## src/rtl/input_sequencer.sv

```systemverilog
// Input sequencer: collects NUM_DIGITS button presses per round, emitting
// one shift strobe per accepted digit and a verification pulse at the end.
// An idle gap of TIMEOUT_CYCLES in WAIT_PRESS aborts the round.
module input_sequencer #(
  parameter int NUM_DIGITS     = 4,
  parameter int TIMEOUT_CYCLES = 50_000_000
) (
  input  logic       clk,
  input  logic       rst,
  input  logic       start,
  input  logic       btn1,
  input  logic       btn2,
  output logic       waiting_for_user,
  output logic       digit_bit,
  output logic       start_verification,
  output logic [2:0] entry_count,
  output logic       busy,
  output logic       timeout_err
);

  localparam int TW = (TIMEOUT_CYCLES > 1) ? $clog2(TIMEOUT_CYCLES) : 1;
  localparam logic [TW-1:0] TO_LAST = TW'(TIMEOUT_CYCLES - 1);
  localparam logic [2:0] LAST_COUNT = 3'(NUM_DIGITS);

  typedef enum logic [2:0] {
    IDLE,
    WAIT_PRESS,
    WAIT_RELEASE,
    VERIFY,
    DONE
  } state_t;

  state_t state, state_next;

  logic [1:0]    btn1_sync, btn2_sync;
  logic          b1, b2;
  logic [TW-1:0] timeout_cnt;
  logic          start_ok, accept, timed_out;

  assign b1 = btn1_sync[1];
  assign b2 = btn2_sync[1];

  // Qualify start, digit acceptance and the timeout condition from current state
  always_comb begin
    start_ok  = start && ((state == IDLE) || (state == DONE));
    accept    = (state == WAIT_PRESS) && (b1 ^ b2);
    timed_out = (state == WAIT_PRESS) && !(b1 || b2) && (timeout_cnt == TO_LAST);
  end

  // State register, forced to IDLE asynchronously by reset
  always_ff @(posedge clk or posedge rst) begin
    if (rst) state <= IDLE;
    else     state <= state_next;
  end

  // Next-state logic; any button activity in WAIT_PRESS (one or both) moves
  // on to WAIT_RELEASE so a held or doubled press is only seen once
  always_comb begin
    state_next = state;
    case (state)
      IDLE, DONE: begin
        if (start_ok) state_next = WAIT_PRESS;
      end
      WAIT_PRESS: begin
        if (b1 || b2)     state_next = WAIT_RELEASE;
        else if (timed_out) state_next = DONE;
      end
      WAIT_RELEASE: begin
        if (!b1 && !b2)
          state_next = (entry_count == LAST_COUNT) ? VERIFY : WAIT_PRESS;
      end
      VERIFY:  state_next = DONE;
      default: state_next = IDLE;
    endcase
  end

  // Synchronizers, registered digit strobe, entry and timeout counters, sticky error
  always_ff @(posedge clk or posedge rst) begin
    if (rst) begin
      btn1_sync        <= 2'b00;
      btn2_sync        <= 2'b00;
      waiting_for_user <= 1'b0;
      digit_bit        <= 1'b0;
      entry_count      <= 3'd0;
      timeout_cnt      <= '0;
      timeout_err      <= 1'b0;
    end else begin
      btn1_sync        <= {btn1_sync[0], btn1};
      btn2_sync        <= {btn2_sync[0], btn2};
      waiting_for_user <= accept;
      digit_bit        <= accept && b1;
      if (start_ok) begin
        entry_count <= 3'd0;
        timeout_cnt <= '0;
        timeout_err <= 1'b0;
      end else begin
        if (accept) begin
          entry_count <= entry_count + 3'd1;
          timeout_cnt <= '0;
        end else if ((state == WAIT_PRESS) && (timeout_cnt != TO_LAST)) begin
          timeout_cnt <= timeout_cnt + TW'(1);
        end
        if (timed_out) timeout_err <= 1'b1;
      end
    end
  end

  // Moore outputs decoded from state
  always_comb begin
    busy               = (state == WAIT_PRESS) || (state == WAIT_RELEASE) || (state == VERIFY);
    start_verification = (state == VERIFY);
  end

endmodule

```

## config.mk

```make
export PLATFORM = sky130hd
export DESIGN_NAME = input_sequencer
export DESIGN_NICKNAME = d
export VERILOG_FILES = /design/src/rtl/input_sequencer.sv
export SDC_FILE = /design/constraint.sdc
export NUM_CORES = 1
export LEC_CHECK = 0
export CAP_MARGIN = 20
export CORE_MARGIN = 5
export CORE_UTILIZATION = 40
export DETAILED_ROUTE_END_ITERATION = 10
export GPL_ROUTABILITY_DRIVEN = 0
export SLEW_MARGIN = 20
export SYNTH_ARGS = -nofsm -noshare
export SYNTH_HDL_FRONTEND = slang
export SYNTH_SLANG_ARGS = --single-unit
```

## constraint.sdc

```tcl
create_clock -name clk -period 1.95 [get_ports clk]
set_input_delay 0.39 -clock clk [delete_from_list [all_inputs] [get_ports clk]]
set_output_delay 0.39 -clock clk [all_outputs]
set_load 0.02 [all_outputs]
```

==> results of run 1 <==
## routing by layer
| layer | track usage [%] | vias to the layer above | share of wire (%) |
|---|---|---|---|
| met5 | 0 | - | 0 |
| met3 | 3.29 | 10 | 3.3 |
| li1 | - | 788 | - |
| met1 | 19.6 | 747 | 50 |
| met4 | 6.25 | 0 | 2.0 |
| met2 | 20.7 | 20 | 45 |
## power by group through the flow
stage | sequential [mW] | clock, mW | combinational, mW
2_1_floorplan | 0.990 | 0 | 0.483
3_3_place_gp | 0.959 | 0 | 0.794
3_5_place_dp | 0.961 | 0 | 0.795
4_1_cts | 0.950 | 0.732 | 0.796
5_1_grt | 0.963 | 0.773 | 0.871
6_report | 0.950 | 0.709 | 0.783
## stage by stage
| stage | worst slack [ns] | util, % | area [µm²] | cells | power [mW] |
|---|---|---|---|---|---|
| floorplan | 0.164 | - | 2040 | 206 | 1.47 |
| CTS | 0.0259 | 48.8 | 2460 | 306 | 2.48 |
| global placement | 0.145 | 46.4 | 2340 | 298 | 1.75 |
| finish | 0.129 | 48.9 | 2460 | 306 | 2.44 |
| global route | 0.0174 | 48.9 | 2460 | 306 | 2.61 |
| detailed placement | 0.138 | 46.4 | 2340 | 298 | 1.76 |
## worst min path at each step
stage / cells after the start / slack (ns) / endpoint / startpoint
after floorplan: 0 / 0.33 / btn1_sync[1]$_DFF_PP0_ / btn1_sync[0]$_DFF_PP0_
after global placement: 0 / 0.33 / btn2_sync[1]$_DFF_PP0_ / btn2_sync[0]$_DFF_PP0_
final: 0 / 0.35 / btn2_sync[1]$_DFF_PP0_ / btn2_sync[0]$_DFF_PP0_
after CTS: 0 / 0.35 / btn2_sync[1]$_DFF_PP0_ / btn2_sync[0]$_DFF_PP0_
after detailed placement: 0 / 0.34 / btn2_sync[1]$_DFF_PP0_ / btn2_sync[0]$_DFF_PP0_
after global routing: 0 / 0.37 / btn2_sync[1]$_DFF_PP0_ / btn2_sync[0]$_DFF_PP0_
## cell usage after synthesis (all sizes together)
cell and instances:
a31oi 1, nor4b 2, or4bb 1, o31ai 3, o21ai 7, and3 1, nand3 14, nand2 18
nor4 2, inv 11, nand2b 3, o2111ai 2, o41ai 1, or2 1, o311ai 2, clkbuf 3
buf 2, o22ai 1, xor2 16, dfrtp 39, and2 4, a21oi 12, and4 3, o211ai 1
nand4 9, xnor2 1, or4b 1, nor2 27, a211o 1, nor3 4, nand3b 2, ha 4
or3 4, or4 3
## sequential cells by signal, indices dropped and copies added, names as in the netlist
| signal | cells |
|---|---|
| btn1_sync | 2 |
| btn2_sync | 2 |
| digit_bit | 1 |
| entry_count | 3 |
| state | 3 |
| timeout_cnt | 26 |
| timeout_err | 1 |
| waiting_for_user | 1 |
## logic make-up after synthesis
| logic type | count (synthesis) | synth area share [%] |
|---|---|---|
| simple gates | 99 | 28.2 |
| fa+ha+maj | 4 | 2.45 |
| compound gates | 31 | 10.4 |
| xor+xnor | 17 | 7.30 |
| buf+inv | 16 | 3.86 |
| flops | 39 | 47.8 |
## area by class of cell
cell class              count  area, µm²
fillers                   488       2580
multi-input cells         151        990
flip-flops and latches     39        978
repair buffers             27        246
well taps                  70       87.6
clock buffers               6       82.6
inverters                  11       41.3
clock inverters             2       38.8
## repair_timing
item | 4_1_cts | 5_1_grt
gates resized for setup | 3 | 1
setup endpoints to repair | 2 | 1
buffers inserted | 0 | 0
==> flow_summary.toml, run 1 <==
[outcome]
status = "complete, no violations"

[sta]
worst_slew_pin_slew_ns = 0.508
setup_viol = 0
whs_ns = 0.350
min_period_ns = 1.82
skew_ns = 0.00604
slew_violations = 0
rsz0062_at_grt = "no"
timing.slew.headroom_pct = 65.8
finalSetupTns_ns = 0
fin_crit_sh_pct = 93.4
hold_viol = 0
timing.fmax_mhz = 549

[yosys]
yosysTopAreaCellShare_pct = 47.8
yosysTopAreaCell = "dfrtp_1"
synth_seq_cells = 39
ys_seq_area_share_pct = 47.8
avgSynthCellArea_um2 = 9.91
ys_types = 44
synth_area_um2 = 2040
netlist_top_cells_area = "dfrtp_1, xor2_1, nor2_1"
yosys_warnings = 0
netlist_instances = 206
synth_nets = 215

[layout]
final_common_cell = "dfrtp_1"
nNetsFinal = 244
antennaDiodeCount = 0
areaGrowthSynthToFinish_pct = 20.8
drive_gt1_share_pct = 16.1
final_cell_mix = "dfrtp_1, nor2_1, nand2_1"

[clocking]
clk_pin_slew_worst_paths_ns = 0.07
cts_tree = "yes"
cts.hold.buffers_added = 0
insertion_delay_ns = 0.29
clockRootBuffer = "clkbuf_8"
cts_buffers = 5
cts_max_level = 2
clock_sinks = 39
clk_path_buf_depth = 2

[grt]
grt_pass1_wl_mm = 7.12
grt_max_degree = 40
grt_pass1_vias = 1521
antenna_found_initial = 0
grt_usage_pct = 14.0
grt_overflow = 0

[power_and_ir_drop]
powerDensity_nw_per_um2 = 991
p_seq_share_pct = 38.9
leakagePower_nw = 1.10
pwr-share-clk_pct = 29.0
peakVddDrop_mv = 0.503
p_comb_share_pct = 32.1
p_sw_share_pct = 34.1
p_sw_mw = 0.832
intPower_mw = 1.61

[route]
vias_per_cell = 5.11
drt_drc_violations_left = 0
wire_per_inst_um = 13.1
ant_nets = 0
firstDrtPassIters = 4
routed_wl_mm = 4.01
drtIter0Drc = 64
route.vias.total = 1565

[die]
ios = 13
initial_core_util_pct = 40.5
dieArea_um2 = 6630
die_h_um = 81.4
chipWidth_um = 81.4
core_um2 = 5040
rows = 26

[setup_path]
crit_start = "timeout_cnt[7]$_DFFE_PP0P_"
crit_buf_inv = 1
worstPathRequired_ns = 2.13
cp_slowest_cell = "dfrtp_1"
rr_worst_depth = 6
cp_max_fo = 19
crit_family = "simple AND/OR/NAND/NOR gates"
max_stage_delay_ns = 0.45
worstReg2RegStart = "timeout_cnt[7]$_DFFE_PP0P_"
r2r_setup_slack_ns = 0.13
worstPathCellList = "nor4b_2 > nand4_2 > o31ai_4 > buf_12 > xor2_1 > nor2_1"
r2r_end = "timeout_cnt[0]$_DFFE_PP0P_"
crit_cells = 6
critPathKind = "flip-flop to flip-flop"
endpoint = "timeout_cnt[0]$_DFFE_PP0P_"
end_kind = "flip-flop"
start_kind = "flip-flop"
cp_data_arrival_time_ns = 2.00

[place]
io_buffers = 12
dp_hpwl_mm = 2.88

[flow_run]
cap_violations = 0

[hold_path]
min_path_type = "flip-flop to flip-flop"
No activity file was read; power rests on OpenSTA's default activity.
==> run 2: changes to the inputs <==
==> constraint.sdc (replaced) <==
create_clock -name clk -period 2 [get_ports clk]
set_input_delay 0.4 -clock clk [delete_from_list [all_inputs] [get_ports clk]]
set_output_delay 0.4 -clock clk [all_outputs]
set_load 0.02 [all_outputs]
==> flow_summary.toml, run 2 (synthesis results as in run 1) <==
[sta]
setup_viol = 0
timing.fmax_mhz = 523
timing.slew.headroom_pct = 67.5
slew_violations = 0
finalSetupTns_ns = 0
min_period_ns = 1.91
rsz0062_at_grt = "no"
worst_slew_pin_slew_ns = 0.488
hold_viol = 0
skew_ns = 0.0149
fin_crit_sh_pct = 95.5

[route]
drtIter0Drc = 68
vias_per_cell = 5.23
firstDrtPassIters = 4
drt_drc_violations_left = 0
wire_per_inst_um = 13.5
routed_wl_mm = 4.10
route.vias.total = 1585
ant_nets = 0

[grt]
antenna_found_initial = 0
grt_pass1_vias = 1526
grt_usage_pct = 14.1
grt_pass1_wl_mm = 7.14
grt_overflow = 0
grt_max_degree = 40

[layout]
areaGrowthSynthToFinish_pct = 19.1
largest_register = "timeout_cnt"
final_common_cell = "dfrtp_1"
final_util_pct = 48.2
drive_gt1_share_pct = 15.0
largest_reg_flops = 26
ff_latch_area_um2 = 978
final_cell_mix = "dfrtp_1, nor2_1, nand2_1"
multi_input_area_um2 = 990
fillers = 492
reg.largest.list = "timeout_cnt x26, entry_count x3, state x3"
nNetsFinal = 241
antennaDiodeCount = 0

[die]
dieArea_um2 = 6630
chipWidth_um = 81.4
rows = 26
ios = 13
die_h_um = 81.4
core_um2 = 5040
initial_core_util_pct = 40.5

[place]
dp_hpwl_mm = 2.91
io_buffers = 12

[setup_path]
cp_data_arrival_time_ns = 1.51
cp_max_fo = 7
worstPathRequired_ns = 1.60
start_kind = "flip-flop"
end_kind = "primary output"
rr_worst_depth = 6
crit_start = "state[0]$_DFFE_PP0P_"
r2r_end = "timeout_cnt[9]$_DFFE_PP0P_"
critPathKind = "flip-flop to primary output"
endpoint = "busy"
r2r_setup_slack_ns = 0.14
worstReg2RegStart = "state[2]$_DFFE_PP0P_"

[clocking]
clockRootBuffer = "clkbuf_8"
clock_sinks = 39
insertion_delay_ns = 0.30
clk_path_buf_depth = 2
cts_tree = "yes"
cts_buffers = 5
clk_pin_slew_worst_paths_ns = 0.09
cts.hold.buffers_added = 0
cts_max_level = 2

[power_and_ir_drop]
powerDensity_nw_per_um2 = 965
peakVddDrop_mv = 0.404
leakagePower_nw = 1.07

[hold_path]
min_path_type = "flip-flop to flip-flop"

[flow_run]
cap_violations = 0

[outcome]
status = "complete, no violations"
[run 2: cell types whose count changed in the layout (fill, tap and decap cells not counted), sizes merged]
cell	delta
clkdlybuf4s50	+1
inv	-1
clkbuf	-1
dlymetal6s2s	-1
buf	-3
clkinv	+2
[run 2: critical path, stage by stage, from the launching register on]
cell	delay, ns
dfrtp_2	0.46
nor2_1	0.17
nor2_1	0.05
clkdlybuf4s50_1	0.53
[run 2: per-stage QoR]
step / total power [mW] / cells / hold WS [ns] / setup slack (ns) / cell area, µm²
detailed placement: 1.71 / 295 / 0.336 / 0.152 / 2320
global route: 2.50 / 303 / 0.385 / 0.00209 / 2430
floorplan: 1.44 / 206 / 0.331 / 0.214 / 2040
CTS: 2.37 / 303 / 0.353 / 0.0106 / 2430
global placement: 1.70 / 295 / 0.334 / 0.179 / 2320
finish: 2.35 / 303 / 0.350 / 0.0893 / 2430
[run 2: power by group]
group          switching [mW]  internal (mW)  total [mW]
Combinational           0.456          0.297       0.753
Sequential             0.0749          0.858       0.933
Clock                   0.289          0.371       0.660
[run 2: what timing repair did]
| action | in CTS | in global routing |
|---|---|---|
| resized for setup | 1 | 2 |
| endpoints found under the setup margin | 1 | 2 |
| pin swaps | 0 | 1 |
| buffers inserted | 0 | 0 |
[run 2: worst min path at each step]
stage                                 from                endpoint  slack (ns)  cells after the start
floorplan           btn1_sync[0]$_DFF_PP0_  btn1_sync[1]$_DFF_PP0_        0.33                      0
global placement    btn2_sync[0]$_DFF_PP0_  btn2_sync[1]$_DFF_PP0_        0.33                      0
detailed placement  btn2_sync[0]$_DFF_PP0_  btn2_sync[1]$_DFF_PP0_        0.34                      0
CTS                 btn2_sync[0]$_DFF_PP0_  btn2_sync[1]$_DFF_PP0_        0.35                      0
global route        btn2_sync[0]$_DFF_PP0_  btn2_sync[1]$_DFF_PP0_        0.39                      0
finish              btn2_sync[0]$_DFF_PP0_  btn2_sync[1]$_DFF_PP0_        0.35                      0
[run 2: cell type report]
cell class	instances	area share, %
inverters	11	1.70
clock inverters	3	1.80
clock buffers	5	2.83
multi-input cells	151	40.7
well taps	70	3.60
repair buffers	24	9.11
flip-flops and latches	39	40.2
[run 2: metal layers]
layer  part of all wire, %  wire (µm)  up-vias  GRT usage [%]
li1                      -          -      784              -
met1                    50       2050      770           19.4
met2                    45       1840       24           21.2
met3                   3.4        139        7           3.29
met4                   1.6         67        0           6.25
met5                     0          0        -              0
==> run 3: changes to the inputs <==
--- a/config.mk
+++ b/config.mk
@@ -6,6 +6,7 @@
 export NUM_CORES = 1
 export LEC_CHECK = 0
 export CAP_MARGIN = 20
+export CORE_ASPECT_RATIO = 1.75
 export CORE_MARGIN = 5
 export CORE_UTILIZATION = 40
 export DETAILED_ROUTE_END_ITERATION = 10
==> flow_summary.toml, run 3 (synthesis results as in run 1) <==
[outcome]
status = "complete, no violations"

[setup_path]
worstPathRequired_ns = 1.60
cp_data_arrival_time_ns = 1.50
start_kind = "flip-flop"
cp_max_fo = 5
max_stage_delay_ns = 0.60
worstPathCellList = "buf_4 > nor2_1 > clkdlybuf4s50_1"
end_kind = "primary output"
critPathKind = "flip-flop to primary output"
cp_slowest_cell = "clkdlybuf4s50_1"
crit_family = "buffers and inverters"
crit_buf_inv = 2

[grt]
antenna_found_initial = 0
grt_pass1_wl_mm = 7.56
grt_overflow = 0
grt_max_degree = 40
grt_pass1_vias = 1568
grt_usage_pct = 14.1

[layout]
drive_gt1_share_pct = 15.5
antennaDiodeCount = 0
largest_reg_flops = 26
fillers = 492
ff_latch_area_um2 = 978
nNetsFinal = 241
final_util_pct = 48.6
final_cell_mix = "dfrtp_1, nor2_1, nand2_1"
final_common_cell = "dfrtp_1"
multi_input_area_um2 = 992
fin_cells = 287
largest_register = "timeout_cnt"
areaGrowthSynthToFinish_pct = 18.5
final_cell_area_um2 = 2420
reg.largest.list = "timeout_cnt x26, entry_count x3, state x3"

[route]
met3WireLength_um = 123
ant_nets = 0
drtIter0Drc = 81
firstDrtPassIters = 4
routed_wl_mm = 4.35
top_layer = "met4"
vias_per_cell = 5.49
wire_per_inst_um = 15.1
m1WireLength_mm = 1.93
met2WireLength_mm = 2.21
drt_drc_violations_left = 0
route.vias.total = 1575

[die]
initial_core_util_pct = 41.0
core_um2 = 4980
ios = 13
die_h_um = 104
rows = 34
dieArea_um2 = 6690
chipWidth_um = 64.0

[sta]
skew_ns = 0.0122
timing.slew.headroom_pct = 65.4
hold_viol = 0
whs_ns = 0.340
rsz0062_at_grt = "no"
fin_crit_sh_pct = 95.2
timing.fmax_mhz = 525
slew_violations = 0
finalSetupTns_ns = 0
min_period_ns = 1.90
worst_slew_pin_slew_ns = 0.514
fin_ws_ns = 0.0960
setup_viol = 0

[clocking]
clockRootBuffer = "clkbuf_8"
insertion_delay_ns = 0.29
clk_pin_slew_worst_paths_ns = 0.08
cts_buffers = 5
cts_tree = "yes"
clk_path_buf_depth = 2
clock_sinks = 39
cts_max_level = 2
cts.hold.buffers_added = 0

[place]
dp_hpwl_mm = 3.20
post_dp_cell_area_um2 = 2300
io_buffers = 12
place_inst = 279
post-place-ws_ns = 0.101

[power_and_ir_drop]
peakVddDrop_mv = 0.980
p_total_mw = 2.40
leakagePower_nw = 1.08
powerDensity_nw_per_um2 = 991

[flow_run]
cap_violations = 0

[hold_path]
min_path_type = "flip-flop to flip-flop"
==> run 3: what timing repair did <==
item | CTS | global route
setup endpoints to repair | 1 | 2
setup buffers | 0 | 0
resized for setup | 2 | 2
==> run 3: where the power goes <==
part	internal [mW]	switching (mW)
logic	0.313	0.476
clock network	0.404	0.276
registers	0.858	0.0689
total	1.57	0.821
==> run 3: worst paths after layout <==
check | start | endpoint | slack (ns) | depth (start not counted)
worst max-delay path | state[2]$_DFFE_PP0P_ | busy | 0.1 | 3
worst min-delay path | btn1_sync[0]$_DFF_PP0_ | btn1_sync[1]$_DFF_PP0_ | 0.34 | 0
worst max register to register | timeout_cnt[1]$_DFFE_PP0P_ | timeout_cnt[9]$_DFFE_PP0P_ | 0.12 | 7
worst min register to register | btn1_sync[0]$_DFF_PP0_ | btn1_sync[1]$_DFF_PP0_ | 0.34 | 0
max in group asynchronous | rst | state[1]$_DFFE_PP0P_ | 1.09 | 3
min in group asynchronous | rst | btn1_sync[1]$_DFF_PP0_ | 0.53 | 3
==> run 3: cell type report <==
class | count | area share (%)
repair buffers | 24 | 9.16
inverters | 11 | 1.71
clock inverters | 2 | 1.45
multi-input cells | 151 | 41.0
well taps | 54 | 2.79
clock buffers | 6 | 3.41
flip-flops and latches | 39 | 40.5
==> run 3: per-layer routing <==
metal	track usage [%]	up-vias
li1	-	783
met5	0	-
met3	2.59	8
met1	17.2	767
met2	24.0	17
met4	5.05	0
